### src/rtl/param_midi_encoder.sv
// param_midi_encoder: queues parameter writes and serialises them as MIDI Control Change bytes
module param_midi_encoder #(
   parameter int VALUE_WIDTH    = 16,
   parameter int MIDI_CHANNEL   = 0,
   parameter int CC_BASE        = 20,
   parameter int FIFO_DEPTH     = 4,
   parameter int RUNNING_STATUS = 1
) (
   input  logic                   clk,
   input  logic                   rst,
   input  logic [2:0]             param_addr,
   input  logic [VALUE_WIDTH-1:0] param_value,
   input  logic                   param_valid,
   output logic                   param_ready,
   output logic [7:0]             midi_data,
   output logic                   midi_valid,
   input  logic                   midi_ready,
   output logic                   busy
);
   localparam int AW = (FIFO_DEPTH > 1) ? $clog2(FIFO_DEPTH) : 1;
   localparam int CW = AW + 1;
   localparam logic [CW-1:0] FULL = CW'(FIFO_DEPTH);
   localparam logic [7:0] STATUS = 8'hB0 | 8'(MIDI_CHANNEL % 16);
   localparam logic [6:0] CC_BASE7 = 7'(CC_BASE % 128);
   typedef enum logic [1:0] {IDLE, SEND_STATUS, SEND_CTRL, SEND_DATA} state_t;
   state_t state_q, state_d;
   logic [9:0] mem_q [FIFO_DEPTH];
   logic [AW-1:0] wr_ptr_q, rd_ptr_q;
   logic [CW-1:0] count_q;
   logic [9:0] hold_q, hold_d, head;
   logic [7:0] data_q, data_d;
   logic valid_q, valid_d, rs_q, rs_d, push, pop, avail, xfer, start;
   logic unused_value;
   assign unused_value = ^param_value;
   assign param_ready = count_q != FULL;
   assign push = param_valid && param_ready;
   assign avail = count_q != '0;
   assign head = mem_q[rd_ptr_q];
   assign xfer = valid_q && midi_ready;
   assign midi_data = data_q;
   assign midi_valid = valid_q;
   assign busy = avail || state_q != IDLE;
   // controller number wraps within 7 bits
   function automatic logic [7:0] ctrl_byte(input logic [9:0] e);
      return {1'b0, CC_BASE7 + {4'b0, e[9:7]}};
   endfunction
   always_ff @(posedge clk)
      if (push) mem_q[wr_ptr_q] <= {param_addr, param_value[VALUE_WIDTH-1 -: 7]};
   always_comb begin
      state_d = state_q;
      hold_d  = hold_q;
      data_d  = data_q;
      valid_d = valid_q;
      rs_d    = rs_q;
      pop     = 1'b0;
      start   = avail && (state_q == IDLE || (state_q == SEND_DATA && xfer));
      case (state_q)
         SEND_STATUS: if (xfer) begin
            rs_d    = 1'b1;
            data_d  = ctrl_byte(hold_q);
            state_d = SEND_CTRL;
         end
         SEND_CTRL: if (xfer) begin
            data_d  = {1'b0, hold_q[6:0]};
            state_d = SEND_DATA;
         end
         SEND_DATA: if (xfer) begin
            valid_d = 1'b0;
            state_d = IDLE;
         end
         default: ;
      endcase
      // back-to-back: a new message may start on the same edge the data byte leaves
      if (start) begin
         pop     = 1'b1;
         hold_d  = head;
         valid_d = 1'b1;
         state_d = (RUNNING_STATUS != 0 && rs_q) ? SEND_CTRL : SEND_STATUS;
         data_d  = (RUNNING_STATUS != 0 && rs_q) ? ctrl_byte(head) : STATUS;
      end
   end
   always_ff @(posedge clk)
      if (rst) begin
         wr_ptr_q <= '0;
         rd_ptr_q <= '0;
         count_q  <= '0;
         state_q  <= IDLE;
         hold_q   <= '0;
         data_q   <= '0;
         valid_q  <= 1'b0;
         rs_q     <= 1'b0;
      end else begin
         wr_ptr_q <= wr_ptr_q + AW'(push);
         rd_ptr_q <= rd_ptr_q + AW'(pop);
         count_q  <= count_q + CW'(push) - CW'(pop);
         state_q  <= state_d;
         hold_q   <= hold_d;
         data_q   <= data_d;
         valid_q  <= valid_d;
         rs_q     <= rs_d;
      end
endmodule
### config.mk
export PLATFORM = sky130hd
export DESIGN_NAME = param_midi_encoder
export DESIGN_NICKNAME = d
export VERILOG_FILES = /design/src/rtl/param_midi_encoder.sv
export SDC_FILE = /design/constraint.sdc
export NUM_CORES = 1
export LEC_CHECK = 0
export ABC_AREA = 1
export ABC_CLOCK_PERIOD_IN_PS = 6300
export BUFFER_PORTS_ARGS = -buffer_cell sky130_fd_sc_hd__buf_2
export CAP_MARGIN = 20
export CELL_PAD_IN_SITES_DETAIL_PLACEMENT = 1
export CELL_PAD_IN_SITES_GLOBAL_PLACEMENT = 2
export CORE_MARGIN = 2
export CORE_UTILIZATION = 39
export DETAILED_ROUTE_END_ITERATION = 10
export PLACE_DENSITY_LB_ADDON = 0.1
export SLEW_MARGIN = 0
export SYNTH_ARGS = -nofsm -noshare
export SYNTH_HDL_FRONTEND = slang
export SYNTH_SLANG_ARGS = --single-unit
export TNS_END_PERCENT = 50
### constraint.sdc
create_clock -name clk -period 6.3 [get_ports clk]
set_clock_uncertainty 0.2 [all_clocks]
set_input_delay 0.945 -clock clk [delete_from_list [all_inputs] [get_ports clk]]
set_output_delay 0.945 -clock clk [all_outputs]
set_load 0.05 [all_outputs]
==> impl_metrics.json, run 1 <==
{
  "max_freq_mhz": 359,
  "cts_setup_buffers": 0,
  "final_core_util_pct": 46.2,
  "reg2reg_slack_ns": 3.59,
  "ant_nets": 0,
  "hold_viol_final": 0,
  "cts_buffer_depth": 2,
  "start_kind": "primary input",
  "io_pins": 34,
  "grt_pass1_vias": 2026,
  "timing.hold.ws_ns": 0.287,
  "crit_slowest_cell": "fa_1",
  "clock_sinks": 69,
  "ys_seq_elements": 69,
  "detail_route.wirelength_um": 5990,
  "crit_family": "adder cells",
  "fill_cells": 867,
  "nets": 369,
  "post_layout_nonfiller_instances": 440,
  "path_cells": "buf_2, nand3_2, nand2_2, nand2_4, inv_4, ha_1, inv_1, ha_1, inv_1, fa_1, inv_1, o21ai_0, a21oi_1",
  "cap_violations": 0,
  "rsz0062_at_grt": "false",
  "cp_data_required_time_ns": 6.37,
  "wl_per_cell_um": 13.6,
  "gp_congestion": 0.716,
  "drc": 0,
  "seq_area_um2": 1780,
  "end_kind": "flip-flop",
  "post_drt_via_cell_ratio": 4.67,
  "tightest_slew_ns": 0.469,
  "worstPathMaxFanout": 26,
  "yosysUniqueCellTypes": 29,
  "grt.overflow.total": 0,
  "die_width_um": 91.1,
  "io_buffers": 24,
  "pwr-share-comb_pct": 38.4,
  "drv_slew": 0,
  "antenna_found_initial": 0,
  "setup_tns_ns": 0,
  "p_clk_share_pct": 22.1,
  "place_ws_ns": 3.15,
  "max-vdd-ir-drop_v": 0.000189,
  "period_share_pct": 44.2,
  "reg2reg_from": "state_q[0]",
  "core_area_um2": 7290,
  "relSlewSlack_pct": 68.7,
  "layout_common_cells": "64 x nand2_1, 47 x nor2_1, 40 x edfxtp_1",
  "drive_gt1_share_pct": 17.3,
  "layout_setup_ws_ns": 3.52,
  "cts.htree.levels": 3,
  "min_path_type": "flip-flop to flip-flop",
  "worstPathArrival_ns": 2.86,
  "hold_end": "midi_data[6]",
  "post_dp_cell_area_um2": 3170,
  "leakagePower_nw": 1.39,
  "p_int_mw": 0.950,
  "crit_buf_inv": 5,
  "p_switching_mw": 0.655,
  "ys_seq_area_share_pct": 60.2,
  "syn_area_um2": 2960,
  "status": "finished, final reports clean",
  "worstReg2RegEnd": "count_q[2]",
  "reg2reg_depth": 14,
  "fp-row-count": 31,
  "clock_latency_ns": 0.34,
  "cpMostUsedCell": "inv_1",
  "grt_pass1_wl_um": 10200,
  "cts_buffers": 9,
  "syn-instance-count": 307,
  "finalSetupViolCount": 0,
  "grt_max_degree": 27,
  "start_util_pct": 40.6,
  "area_growth_pct": 14.0,
  "clockRootBuffer": "clkbuf_8",
  "avgSynthCellArea_um2": 9.64,
  "path_clk_slew_ns": 0.08,
  "pwr_density_cell_nw_per_um2": 476,
  "min-delay-start": "midi_data[6]",
  "dp.cells": 424,
  "drt_iter0_drc": 73,
  "die_y_um": 91.1,
  "max_stage_delay_ns": 0.35,
  "p_seq_share_pct": 39.4,
  "p_sw_share_pct": 40.8,
  "path_class": "primary input to flip-flop",
  "grt_usage_pct": 16.0,
  "syn-num-nets": 340,
  "hold_depth": 2,
  "dieArea_um2": 8300,
  "dp_hpwl_um": 4120,
  "dr.pass1.iters": 4,
  "final_common_cell": "nand2_1",
  "final_area_um2": 3370,
  "ys_warn_count": 0,
  "hold_buffers": 0,
  "post_cts_resized": 0,
  "fin_crit_ns": 2.78,
  "multi_input_area_um2": 995,
  "antenna_cells": 0,
  "cts_tree": "built",
  "dr_total_vias": 2056,
  "total_power_mw": 1.61
}
-- worst max-delay path by stage --
stage / start / endpoint / slack (ns) / cells past startpoint
after floorplan: midi_ready / count_q[2] / 3.56 / 13
after CTS: midi_ready / count_q[2] / 3.50 / 13
after global routing: midi_ready / count_q[2] / 3.35 / 13
after global placement: midi_ready / count_q[2] / 3.17 / 13
after detailed placement: midi_ready / count_q[2] / 3.15 / 13
final: midi_ready / count_q[2] / 3.52 / 13
-- synthesized netlist by cell type, drive strengths merged --
master / number / area [um^2]
a21oi: 11 / 66.3
buf: 7 / 52.5
clkbuf: 4 / 15.0
dfxtp: 29 / 581
edfxtp: 40 / 1200
fa: 1 / 20.0
ha: 9 / 113
inv: 30 / 115
nand2: 67 / 264
nand3: 13 / 75.1
nand3b: 2 / 15.0
nand4: 4 / 25.0
nor2: 48 / 183
nor3: 5 / 25.0
o21ai: 27 / 139
o22ai: 5 / 31.3
or2: 2 / 12.5
xnor2: 3 / 26.3
-- routing by layer --
layer / vias up / global-route usage [%] / wire length, um / share of wire (%)
li1: 1067 / - / - / -
met1: 953 / 21.1 / 2900 / 48
met2: 26 / 25.9 / 2840 / 47
met3: 10 / 3.24 / 143 / 2.4
met4: 0 / 6.44 / 110 / 1.8
met5: - / 0 / 0 / 0
-- logic make-up after synthesis --
kind of cell,after synthesis,share of synthesized area (%)
adders and majority gates,10,4.48
xor gates and xnor gates,3,0.888
AOI/OAI and AO/OA,43,7.99
DFF,69,60.2
and+or+nand+nor,141,20.3
buffers and inverters,41,6.17
-- power by group through the flow --
| stage | Combinational, mW | Clock, mW | Sequential (mW) |
|---|---|---|---|
| 4_1_cts | 0.632 | 0.366 | 0.634 |
| 5_1_grt | 0.715 | 0.388 | 0.648 |
| 2_1_floorplan | 0.438 | 0 | 0.700 |
| 3_5_place_dp | 0.630 | 0 | 0.643 |
| 3_3_place_gp | 0.622 | 0 | 0.641 |
| 6_report | 0.617 | 0.356 | 0.633 |
-- registers in the layout, indices dropped and copies added, names as in the netlist --
| name | count |
|---|---|
| count_q | 3 |
| hold_q | 10 |
| midi_valid | 1 |
| state_q | 2 |
| mem_q | 40 |
| rs_q | 1 |
| rd_ptr_q | 2 |
| midi_data | 8 |
| wr_ptr_q | 2 |
-- final cells by class --
type | count | area share [%]
Clock buffer | 9 | 3.67
Clock inverter | 7 | 2.23
Inverter | 30 | 3.41
Multi-Input combinational cell | 197 | 29.5
Sequential cell | 69 | 52.8
Tap cell | 99 | 3.67
Timing Repair Buffer | 29 | 4.68
-- worst min-delay path: stages, from the launching register on --
cell     delay [ns]
dfxtp_1        0.31
nand3_1        0.07
a21oi_1        0.06
Power figures use the tool's default switching activity.
==> run 2, diff against run 1 <==
--- a/config.mk
+++ b/config.mk
@@ -6,13 +6,13 @@
 export NUM_CORES = 1
 export LEC_CHECK = 0
 export ABC_AREA = 1
-export ABC_CLOCK_PERIOD_IN_PS = 6300
+export ABC_CLOCK_PERIOD_IN_PS = 2730
 export BUFFER_PORTS_ARGS = -buffer_cell sky130_fd_sc_hd__buf_2
 export CAP_MARGIN = 20
 export CELL_PAD_IN_SITES_DETAIL_PLACEMENT = 1
 export CELL_PAD_IN_SITES_GLOBAL_PLACEMENT = 2
 export CORE_MARGIN = 2
-export CORE_UTILIZATION = 39
+export CORE_UTILIZATION = 36
 export DETAILED_ROUTE_END_ITERATION = 10
 export PLACE_DENSITY_LB_ADDON = 0.1
 export SLEW_MARGIN = 0
==> constraint.sdc (replaced) <==
create_clock -name clk -period 2.73 [get_ports clk]
set_clock_uncertainty 0.2 [all_clocks]
set_input_delay 0.4095 -clock clk [delete_from_list [all_inputs] [get_ports clk]]
set_output_delay 0.4095 -clock clk [all_outputs]
set_load 0.05 [all_outputs]
==> run 2 against run 1 <==
Clock-buffer cell count unchanged. Final cell count grew 2.0%. Non-clock buffer count is 3 higher. Sequential share of layout area down 0.92 points. Flip-flop and latch count did not move. Highest routed layer unchanged.
==> impl_metrics.json, run 2 (same netlist as run 1, synthesis figures left out) <==
{
  "cts_buffers": 9,
  "dr.pass1.iters": 4,
  "antenna_found_initial": 0,
  "hold_viol_final": 0,
  "antenna_cells": 0,
  "reg2reg_depth": 14,
  "nets": 372,
  "drive_gt1_share_pct": 18.0,
  "wl_per_cell_um": 14.2,
  "clockRootBuffer": "clkbuf_8",
  "cts.htree.levels": 3,
  "pwr_density_cell_nw_per_um2": 1140,
  "cts_tree": "built",
  "io_pins": 34,
  "timing.hold.ws_ns": 0.0674,
  "area_growth_pct": 16.0,
  "grt_pass1_wl_um": 10500,
  "cap_violations": 0,
  "largest_reg_flops": 40,
  "setup_tns_ns": 0,
  "drt_iter0_drc": 35,
  "post_layout_nonfiller_instances": 449,
  "top_register": "mem_q",
  "cts_buffer_depth": 2,
  "relSlewSlack_pct": 65.7,
  "core_area_um2": 8090,
  "crit_start": "state_q[0]",
  "fin_crit_ns": 2.37,
  "grt_usage_pct": 16.1,
  "worstPathArrival_ns": 2.45,
  "cp_data_required_time_ns": 2.81,
  "max-vdd-ir-drop_v": 0.000407,
  "grt_max_degree": 26,
  "dp_hpwl_um": 4230,
  "max_freq_mhz": 423,
  "post_drt_via_cell_ratio": 4.74,
  "grt_pass1_vias": 2173,
  "total_power_mw": 3.91,
  "die_width_um": 94.7,
  "ant_nets": 0,
  "worstPathMaxFanout": 4,
  "post_dp_cell_area_um2": 3200,
  "path_class": "flip-flop to flip-flop",
  "path_clk_slew_ns": 0.08,
  "clock_latency_ns": 0.34,
  "final_area_um2": 3430,
  "layout_setup_ws_ns": 0.364,
  "grt.overflow.total": 0,
  "drc": 0,
  "cts_setup_buffers": 0,
  "start_util_pct": 36.6,
  "start_kind": "flip-flop",
  "drv_slew": 0,
  "place_ws_ns": 0.371,
  "dieArea_um2": 8960,
  "clock_sinks": 69,
  "post_cts_resized": 0,
  "hold_buffers": 0,
  "period_share_pct": 86.7,
  "io_buffers": 24,
  "min_path_type": "primary input to flip-flop",
  "hold_depth": 1,
  "dp.cells": 433,
  "final_common_cell": "nand2_1",
  "detail_route.wirelength_um": 6390,
  "layout_common_cells": "64 x nand2_1, 47 x nor2_1, 40 x edfxtp_1",
  "rsz0062_at_grt": "false",
  "gp_congestion": 0.695,
  "dr_total_vias": 2129,
  "end_kind": "flip-flop",
  "finalSetupViolCount": 0,
  "final_core_util_pct": 42.4,
  "min-delay-start": "param_addr[1]",
  "die_y_um": 94.7,
  "tightest_slew_ns": 0.514,
  "leakagePower_nw": 1.43,
  "reg2reg_from": "state_q[0]",
  "fp-row-count": 33,
  "status": "finished, final reports clean"
}
## run 2: changes by cell type in the layout (fill, tap and decap cells not counted), sizes merged
cell	before	now
clkinvlp	3	1
bufinv	1	2
inv	31	34
clkinv	2	0
buf	29	32
## run 2: worst max-delay path: stages (launching register included)
cell	delay, ns
dfxtp_1	0.39
inv_1	0.10
ha_1	0.22
inv_1	0.07
nand2_2	0.07
nand2_4	0.07
inv_4	0.03
ha_1	0.27
inv_1	0.06
ha_1	0.13
inv_1	0.05
fa_1	0.35
inv_1	0.07
o21ai_0	0.08
a21oi_1	0.13
## run 2: power breakdown
group          internal [mW]  total (mW)  leakage [nW]  switching, mW
clock network          0.530       0.966         0.113          0.436
logic                  0.461        1.48         0.712           1.02
registers               1.34        1.46         0.605          0.127
## run 2: area by class of cell
type                       count  area [um^2]
timing repair buffer          32          180
clock buffer                   9          124
tap                          105          131
multi-input combinational    197          995
inverter                      30          115
sequential                    69         1780
fill                         973         4660
clock inverter                 7          105
## run 2: path summary, 6_finish.rpt
kind / slack [ns] / endpoint
worst min-delay path: 0.07 / mem_q[3][8]
worst min register to register: 0.29 / hold_q[6]
worst max register to register: 0.36 / count_q[2]
worst max-delay path: 0.36 / count_q[2]
## run 2: routing by layer
metal	GRT usage (%)	share of wire (%)	routed length, um	vias to the layer above
met5	0	0	0	-
met4	7.73	1.6	104	0
met3	3.35	2.6	166	8
met2	27.7	49	3110	27
met1	19.0	47	3010	1011
li1	-	-	-	1083
==> run 3, diff against run 2 <==
--- a/config.mk
+++ b/config.mk
@@ -6,13 +6,13 @@
 export NUM_CORES = 1
 export LEC_CHECK = 0
 export ABC_AREA = 1
-export ABC_CLOCK_PERIOD_IN_PS = 2730
+export ABC_CLOCK_PERIOD_IN_PS = 2900
 export BUFFER_PORTS_ARGS = -buffer_cell sky130_fd_sc_hd__buf_2
 export CAP_MARGIN = 20
 export CELL_PAD_IN_SITES_DETAIL_PLACEMENT = 1
 export CELL_PAD_IN_SITES_GLOBAL_PLACEMENT = 2
 export CORE_MARGIN = 2
-export CORE_UTILIZATION = 36
+export CORE_UTILIZATION = 39
 export DETAILED_ROUTE_END_ITERATION = 10
 export PLACE_DENSITY_LB_ADDON = 0.1
 export SLEW_MARGIN = 0
==> constraint.sdc (replaced) <==
create_clock -name clk -period 2.9 [get_ports clk]
set_clock_uncertainty 0.2 [all_clocks]
set_input_delay 0.435 -clock clk [delete_from_list [all_inputs] [get_ports clk]]
set_output_delay 0.435 -clock clk [all_outputs]
set_load 0.05 [all_outputs]
==> run 3 against run 2 <==
Worst hold slack improved by 0.029 ns. Critical endpoint unchanged. Worst setup slack improved by 0.070 ns. Sequential share of layout area did not move. Final cell count fell by 1.8%. Highest routed layer unchanged. Largest power group is now sequential cells. Clock-buffer cell count did not move. Largest cell class unchanged. Routed wire length fell by 3.1%. Sequential power fell by 5%.
==> impl_metrics.json, run 3 (same netlist as run 1, synthesis figures left out) <==
{
  "core_area_um2": 7290,
  "area_growth_pct": 16.0,
  "grt_pass1_vias": 2049,
  "start_kind": "flip-flop",
  "max_freq_mhz": 406,
  "largest_reg_flops": 40,
  "io_buffers": 24,
  "max-vdd-ir-drop_v": 0.000517,
  "grt_max_degree": 26,
  "wl_met1_um": 3010,
  "reg2reg_from": "state_q[1]",
  "wl_per_cell_um": 14.0,
  "crit_buf_inv": 4,
  "drt_iter0_drc": 46,
  "antenna_cells": 0,
  "max_stage_delay_ns": 0.39,
  "hold_depth": 1,
  "antenna_found_initial": 0,
  "relSlewSlack_pct": 66.3,
  "hold_buffers": 0,
  "clock_latency_ns": 0.35,
  "fill_cells": 857,
  "hold_viol_final": 0,
  "leakagePower_nw": 1.43,
  "worstPathArrival_ns": 2.56,
  "nets": 370,
  "post_dp_cell_area_um2": 3180,
  "pwr_density_cell_nw_per_um2": 1090,
  "final_common_cell": "nand2_1",
  "hold_end": "mem_q[0][0]",
  "path_cells": "ha_1, nand3_2, nand2_2, nand2_4, inv_4, ha_1, inv_1, ha_1, inv_1, fa_1, inv_1, o21ai_0, a21oi_1",
  "dr_total_vias": 2062,
  "place_ws_ns": 0.443,
  "worstPathMaxFanout": 16,
  "fp-row-count": 31,
  "crit_slowest_cell": "dfxtp_1",
  "dp_hpwl_um": 4170,
  "ant_nets": 0,
  "crit_family": "adder cells",
  "rsz0062_at_grt": "false",
  "top_layer": "met4",
  "reg2reg_slack_ns": 0.43,
  "post_drt_via_cell_ratio": 4.68,
  "drive_gt1_share_pct": 17.5,
  "finalSetupViolCount": 0,
  "io_pins": 34,
  "grt_usage_pct": 16.6,
  "cts_buffer_depth": 2,
  "min-delay-start": "param_value[9]",
  "path_clk_slew_ns": 0.09,
  "detail_route.wirelength_um": 6200,
  "tightest_slew_ns": 0.505,
  "grt_pass1_wl_um": 10500,
  "period_share_pct": 85.0,
  "clockRootBuffer": "clkbuf_8",
  "clock_sinks": 69,
  "grt.overflow.total": 0,
  "layout_common_cells": "64 x nand2_1, 47 x nor2_1, 40 x edfxtp_1",
  "worstReg2RegEnd": "count_q[2]",
  "start_util_pct": 40.6,
  "fin_crit_ns": 2.47,
  "die_y_um": 91.1,
  "reg2reg_depth": 13,
  "cp_data_required_time_ns": 2.99,
  "cap_violations": 0,
  "total_power_mw": 3.74,
  "top_register": "mem_q",
  "dieArea_um2": 8300,
  "dr_wl_met3_um": 192,
  "layout_setup_ws_ns": 0.435,
  "wl_met2_um": 2920,
  "drc": 0,
  "end_kind": "flip-flop",
  "cts_tree": "built",
  "post_cts_resized": 0,
  "min_path_type": "primary input to flip-flop",
  "dr.pass1.iters": 4,
  "cts_buffers": 9,
  "final_area_um2": 3430,
  "die_width_um": 91.1,
  "drv_slew": 0,
  "setup_tns_ns": 0,
  "gp_congestion": 0.744,
  "path_class": "flip-flop to flip-flop",
  "status": "finished, final reports clean",
  "cts_setup_buffers": 0,
  "cts.htree.levels": 3
}
run 3: changes by cell type in the layout (fill, tap and decap cells not counted):
| cell | previous run | this run |
|---|---|---|
| buf_4 | 8 | 6 |
| bufinv_16 | 2 | 3 |
| clkinvlp_4 | 1 | 0 |
run 3: area by class of cell:
cell class,count,area [um^2],area share [%]
tap,99,124,3.61
clock buffer,9,124,3.61
multi-input combinational,197,995,29.0
sequential,69,1780,51.9
inverter,30,115,3.35
clock inverter,7,128,3.72
timing repair buffer,30,165,4.81
run 3: per-layer routing:
layer  GRT usage (%)  vias to the layer above
met3            4.90                        7
met1            21.3                      958
met4            6.06                        0
li1                -                     1071
met5               0                        -
met2            26.7                       26
run 3: power by group:
part	leakage (nW)	switching (mW)	internal [mW]
combinational	0.702	0.931	0.418
sequential	0.605	0.130	1.26
clock	0.127	0.411	0.586
total	1.43	1.47	2.26
run 3: worst max-delay path by stage:
| stage | endpoint | from | slack (ns) | cells past startpoint |
|---|---|---|---|---|
| after floorplan | count_q[2] | midi_valid | 0.36 | 13 |
| after global placement | count_q[2] | state_q[0] | 0.49 | 13 |
| after detailed placement | count_q[2] | state_q[0] | 0.44 | 13 |
| after CTS | count_q[2] | state_q[1] | 0.42 | 13 |
| after global routing | count_q[2] | state_q[1] | 0.22 | 13 |
| final | count_q[2] | state_q[1] | 0.43 | 13 |
run 3: per-stage QoR:
stage / util (%) / hold WS [ns] / cells
finish: 47.1 / 0.0964 / 441
global route: 47.1 / 0.0820 / 441
detailed placement: 43.6 / 0.273 / 425
floorplan: - / 0.247 / 307
global placement: 43.6 / 0.268 / 425
CTS: 47.1 / 0.0835 / 441
